--- src/rtl/rggen_rtl_pkg.sv ---
// rtl/rggen_rtl_pkg.sv - shared types for the register access sequencer
//
// Purpose: response status encodings and sequencer FSM state enum.
// Ports:   none (package).
package rggen_rtl_pkg;

  typedef enum logic [1:0] {
    STATUS_OKAY          = 2'b00,
    STATUS_DECODE_ERROR  = 2'b10,
    STATUS_TIMEOUT_ERROR = 2'b11
  } status_e;

  typedef enum logic [1:0] {
    STATE_IDLE     = 2'b00,
    STATE_ACCESS   = 2'b01,
    STATE_RESPONSE = 2'b10
  } state_e;

endpackage

--- src/rtl/rggen_or_reducer.sv ---
// rtl/rggen_or_reducer.sv - masked OR-reduction of a packed array of data words
//
// Purpose: result = OR over i of (mask[i] ? word[i] : 0).
// Ports:
//   mask   [COUNT-1:0]        per-word enable
//   data   [COUNT*WIDTH-1:0]  word i at [i*WIDTH +: WIDTH]
//   result [WIDTH-1:0]        combined word
module rggen_or_reducer #(
  parameter int WIDTH = 32,
  parameter int COUNT = 1
) (
  input  logic [COUNT-1:0]       mask,
  input  logic [COUNT*WIDTH-1:0] data,
  output logic [WIDTH-1:0]       result
);

  always_comb begin
    result = '0;
    for (int i = 0; i < COUNT; i++) begin
      if (mask[i]) begin
        result = result | data[i*WIDTH +: WIDTH];
      end
    end
  end

endmodule

--- src/rtl/rggen_register_access_sequencer.sv ---
// rtl/rggen_register_access_sequencer.sv - one-at-a-time host access sequencer for register instances
//
// Purpose: captures a host command, drives it to all register instances, waits for
// the selected register's ack (or a decode miss), and returns a registered response.
// Optional feature macro: RGGEN_ACCESS_TIMEOUT_EN (ACCESS timeout after TIMEOUT_CYCLES).
// Ports:
//   clk, rst_n                      clock, asynchronous active-low reset
//   i_command_*/o_command_ready     host command handshake (write flag, address, write data)
//   o_response_*/i_response_ready   host response handshake (status, read data)
//   o_register_read/write           access strobes, high only in ACCESS
//   o_register_address/write_data   captured command fields
//   i_register_select/ack/read_data per-register decode hit, completion and read data
module rggen_register_access_sequencer
  import rggen_rtl_pkg::*;
#(
  parameter int ADDRESS_WIDTH   = 16,
  parameter int DATA_WIDTH      = 32,
  parameter int TOTAL_REGISTERS = 1,
  parameter int TIMEOUT_CYCLES  = 15
) (
  input  logic                                  clk,
  input  logic                                  rst_n,
  input  logic                                  i_command_valid,
  output logic                                  o_command_ready,
  input  logic                                  i_command_write,
  input  logic [ADDRESS_WIDTH-1:0]              i_command_address,
  input  logic [DATA_WIDTH-1:0]                 i_command_write_data,
  output logic                                  o_response_valid,
  input  logic                                  i_response_ready,
  output logic [1:0]                            o_response_status,
  output logic [DATA_WIDTH-1:0]                 o_response_read_data,
  output logic                                  o_register_read,
  output logic                                  o_register_write,
  output logic [ADDRESS_WIDTH-1:0]              o_register_address,
  output logic [DATA_WIDTH-1:0]                 o_register_write_data,
  input  logic [TOTAL_REGISTERS-1:0]            i_register_select,
  input  logic [TOTAL_REGISTERS-1:0]            i_register_ack,
  input  logic [TOTAL_REGISTERS*DATA_WIDTH-1:0] i_register_read_data
);

  state_e                  state;
  state_e                  state_next;
  logic                    write_q;
  logic [ADDRESS_WIDTH-1:0] address_q;
  logic [DATA_WIDTH-1:0]   write_data_q;
  status_e                 status_q;
  logic [DATA_WIDTH-1:0]   read_data_q;

  logic                    hit;
  logic                    done;
  logic                    timeout;
  logic [TOTAL_REGISTERS-1:0] ack_mask;
  logic [DATA_WIDTH-1:0]   ack_data;

  assign hit      = |i_register_select;
  assign ack_mask = i_register_select & i_register_ack;
  assign done     = |ack_mask;

  rggen_or_reducer #(
    .WIDTH (DATA_WIDTH),
    .COUNT (TOTAL_REGISTERS)
  ) u_or_reducer (
    .mask   (ack_mask),
    .data   (i_register_read_data),
    .result (ack_data)
  );

`ifdef RGGEN_ACCESS_TIMEOUT_EN
  localparam int COUNT_WIDTH = $clog2(TIMEOUT_CYCLES + 1);
  localparam logic [COUNT_WIDTH-1:0] COUNT_LAST = COUNT_WIDTH'(TIMEOUT_CYCLES - 1);

  logic [COUNT_WIDTH-1:0] count;

  // Cleared while idle so every access starts from zero; counts ACCESS cycles
  // that end without an ack.
  always_ff @(posedge clk or negedge rst_n) begin
    if (!rst_n) begin
      count <= '0;
    end else if (state == STATE_IDLE) begin
      count <= '0;
    end else if ((state == STATE_ACCESS) && !done) begin
      count <= count + COUNT_WIDTH'(1);
    end
  end

  assign timeout = (state == STATE_ACCESS) && (count == COUNT_LAST);
`else
  // No timeout: ACCESS waits for an ack or a decode miss indefinitely.
  logic unused_timeout_cycles;
  assign unused_timeout_cycles = ^TIMEOUT_CYCLES;
  assign timeout = 1'b0;
`endif

  always_comb begin
    state_next       = state;
    o_command_ready  = 1'b0;
    o_register_read  = 1'b0;
    o_register_write = 1'b0;
    case (state)
      STATE_IDLE: begin
        o_command_ready = 1'b1;
        if (i_command_valid) begin
          state_next = STATE_ACCESS;
        end
      end
      STATE_ACCESS: begin
        o_register_read  = !write_q;
        o_register_write = write_q;
        if (!hit || done || timeout) begin
          state_next = STATE_RESPONSE;
        end
      end
      STATE_RESPONSE: begin
        if (i_response_ready) begin
          state_next = STATE_IDLE;
        end
      end
      default: state_next = STATE_IDLE;
    endcase
  end

  always_ff @(posedge clk or negedge rst_n) begin
    if (!rst_n) begin
      state        <= STATE_IDLE;
      write_q      <= 1'b0;
      address_q    <= '0;
      write_data_q <= '0;
      status_q     <= STATUS_OKAY;
      read_data_q  <= '0;
    end else begin
      state <= state_next;
      if ((state == STATE_IDLE) && i_command_valid) begin
        write_q      <= i_command_write;
        address_q    <= i_command_address;
        write_data_q <= i_command_write_data;
      end
      // Response is registered on the ACCESS exit; precedence is decode miss,
      // then ack (so an ack on the final timeout cycle still wins), then timeout.
      if ((state == STATE_ACCESS) && (state_next == STATE_RESPONSE)) begin
        if (!hit) begin
          status_q    <= STATUS_DECODE_ERROR;
          read_data_q <= '0;
        end else if (done) begin
          status_q    <= STATUS_OKAY;
          read_data_q <= write_q ? '0 : ack_data;
        end else begin
          status_q    <= STATUS_TIMEOUT_ERROR;
          read_data_q <= '0;
        end
      end
    end
  end

  assign o_response_valid      = (state == STATE_RESPONSE);
  assign o_response_status     = status_q;
  assign o_response_read_data  = read_data_q;
  assign o_register_address    = address_q;
  assign o_register_write_data = write_data_q;

endmodule

--- config.mk ---
export PLATFORM = sky130hd
export DESIGN_NAME = rggen_register_access_sequencer
export DESIGN_NICKNAME = d
export VERILOG_FILES = /design/src/rtl/rggen_rtl_pkg.sv /design/src/rtl/rggen_or_reducer.sv /design/src/rtl/rggen_register_access_sequencer.sv
export SDC_FILE = /design/constraint.sdc
export NUM_CORES = 1
export LEC_CHECK = 0
export ABC_CLOCK_PERIOD_IN_PS = 2900
export BUFFER_PORTS_ARGS = -buffer_cell sky130_fd_sc_hd__buf_4
export CAP_MARGIN = 20
export CORE_UTILIZATION = 39
export DETAILED_ROUTE_END_ITERATION = 8
export GPL_ROUTABILITY_DRIVEN = 0
export PLACE_DENSITY = 0.68
export SYNTH_ARGS = -nofsm -noshare
export SYNTH_HDL_FRONTEND = slang
export SYNTH_SLANG_ARGS = --single-unit
--- constraint.sdc ---
create_clock -name clk -period 2.9 [get_ports clk]
set_input_delay 0.29 -clock clk [delete_from_list [all_inputs] [get_ports clk]]
set_output_delay 0.29 -clock clk [all_outputs]
set_load 0.03 [all_outputs]
==> impl_results.md <==
- Clk sink count: 85
- Max_slew headroom: 58.2%
- Synth area leaders: dfrtp_1 65%, mux2_2 13%, a22o_1 6.2%, mux2_4 4.6%, o31ai_1 2.1%
- Sequential area share after synthesis: approximately two thirds
- CP endpoint kind: flip-flop
- Clock buffer depth: 2
- Clock Skew: 18.4 ps
- Peak VDD IR: 0.418 mV
- Crit path launch type: flip-flop
- Drt via density: around 4.7
- Port bufs: about 170
- Via count: approximately 2400
- Final wirelength: 7.76 mm
- Number of global-route vias before repair: 2291
- Post-CTS Setup Repair Bufs: 0
- Post-synth ARST share: between 90% and 100%
- Yosys top cell area share: between 60% and 70%
- Crit Path Class: flip-flop to flip-flop
- Die area: approximately 8700 µm²
- Crit path cell chain: nor2_1 > and2_2 > buf_4 > mux2_2
- Die W: 93.5 µm
- Most crowded layer after global routing: met2
- Leak: about 2.5 nW
- Clk pin slew, worst setup/hold paths: about 90 ps
- WP data required: 3120 ps
- Max incr delay on CP: about 560 ps
- Final antenna-violating net count: 0
- EDFF count, synth: 0
- Total power: between 5 and 6 mW
- Area leader, netlist: dfrtp_1
- Max Slew Vio Count: 0
- CTS tree: yes
- Core footprint: ~7900 µm²
- Worst-margin pin slew: 626 ps
- First-pass GRT wire length: 12.2 mm
- N_diodes: 0
- Max Cap Violations: 0
- Yosys reg bits: 85
- Row count: 32
- Synth warn: 0
- CP Buf/Inv Count: 1
- Register area: approximately 2100 µm²
- Total GRT Usage: 18.1%
- CTS root buf: clkbuf_8
- Multi-input gate area: 993 µm²
- Final Setup Violations: 0
- DPL Wire Length: around 5.6 mm
- DR pass1 iterations: 4
- Syn Inst Count: between 200 and 250
- Worst min path class: input pin to flip-flop
- Residual overflow from global routing: 0
- Fill cells: ~650
- Post-layout min period: just under 2000 ps
- Yosys cell types: 19
- RSZ-0062 raised after global routing: no
- CTS Buf Count: 9
- GRT met3 Usage: roughly 6%
- Clk Latency, worst-skew pair: 350 ps
- Mapped Area: between 3000 and 4000 µm²
- Worst Path Max Fanout: 26
- TNS Setup: 0 ps
- DR WL/cell: about 16 µm
- Power density over the cells: 1210 nW/µm²
- Period utilization: between 60% and 70%
- Area delta synth->final: 49.7%
- Drt drc: 0
- Highest clock rate: roughly 510 MHz
- Boundary Pins: between 150 and 200
- Final Hold Vio Count: 0
- Critical Path AT: 2170 ps
- Initial Util: roughly 41%
- Synthesized net count: ~300
- Largest net degree at the start of global routing: 86
- First-iteration detailed-routing DRC count: just under 80
- CP top delay family: simple AND/OR/NAND/NOR gates
- Share of layout cells above drive strength 1: 61.2%
- Die height: 93.5 µm
- Met1 Use GR: 25.3%
- CP max-delay cell: and2_2
- Syn_area_per_cell: 15.0 µm²
- Status: completed
- Post-CTS resize count: 0
- Final layout net count: 479
- H-tree depth: 3
- Hold-fix buffers, CTS: 0
- Grt met2 use: between 20% and 30%
- Initial antenna violation count: 0
- Dominant synthesized flop cell: dfrtp_1
## per-stage QoR
stage	setup WS (ps)	hold WS, ps	utilization [%]	cells	area, µm²
2_1_floorplan	1030	-5.59	-	217	3260
3_3_place_gp	1010	455	58.5	481	4610
3_5_place_dp	936	472	58.5	481	4610
4_1_cts	925	134	61.4	497	4850
5_1_grt	814	131	61.9	499	4880
6_report	947	156	61.9	499	4880
## cells by family (layout without fill, tap and decap cells)
family | Yosys count | count (layout) | synth area share [%]
AO/OA/AOI/OAI | 44 | 44 | 10.1
buffers and inverters | 26 | 206 | 4.37
flip-flops | 85 | 85 | 65.2
multiplexers | 50 | 50 | 18.4
AND/OR/NAND/NOR | 12 | 12 | 1.96
## worst register-to-register path, stage by stage (launching register included)
cell and delay (ps):
dfrtp_1 420, nor2_1 140, and2_2 560, buf_4 350
mux2_2 370
## layout by cell type (no fill, tap or decap)
cell	n
mux2i_1	1
clkinvlp_4	1
nand2b_1	2
nand3b_1	1
dlygate4sd3_1	1
nor2b_1	1
clkinv_4	1
clkbuf_8	10
mux2_4	10
a22o_1	23
buf_4	176
or2_1	1
inv_6	2
dfrtp_1	85
bufinv_16	2
and2_1	1
buf_16	1
o21ai_0	12
o31ai_1	9
nor2_1	5
inv_1	12
and2_2	1
mux2_2	39
## sequential cells by signal, indices dropped and copies added, names as in the netlist
signal	count
state	2
o_response_status	2
write_q	1
o_register_address	16
o_register_write_data	32
o_response_read_data	32
## where the power goes
group | switching [mW] | internal [mW]
registers | 0.291 | 1.70
clock network | 0.434 | 0.517
logic | 1.70 | 1.26
total | 2.42 | 3.48
## area by class of cell
type                       count  area share, %
timing repair buffer         178           27.8
sequential                    85           43.6
inverter                      12          0.922
clock buffer                  10           2.82
clock inverter                 6           1.92
tap                          102           2.61
multi-input combinational    106           20.3
## final timing paths
check,endpoint,depth (start not counted),start,slack (ps)
max,o_register_address[10],4,state[0],950
max reg2reg,o_register_address[10],4,state[0],950
min,o_response_read_data[17],2,i_register_read_data[17],160
min in group asynchronous,o_register_write_data[13],2,rst_n,450
min reg2reg,state[0],1,state[1],480
max in group asynchronous,o_response_read_data[22],3,rst_n,1840
## per-layer routing
metal | share of wire (%) | routed length, µm
met1 | 45 | 3500
met2 | 46 | 3600
met3 | 8.2 | 635
met4 | 0.32 | 25
met5 | 0 | 0
## synthesized netlist by cell type (2+ instances only)
master / instances
mux2_4: 10
clkbuf_1: 2
and2_1: 2
dfrtp_1: 85
a22o_1: 23
nor2_1: 5
inv_1: 12
mux2_2: 39
o21ai_0: 12
buf_4: 2
buf_6: 4
buf_2: 5
nand2b_1: 2
o31ai_1: 9
Note: power is estimated with default switching activity, not from simulation.
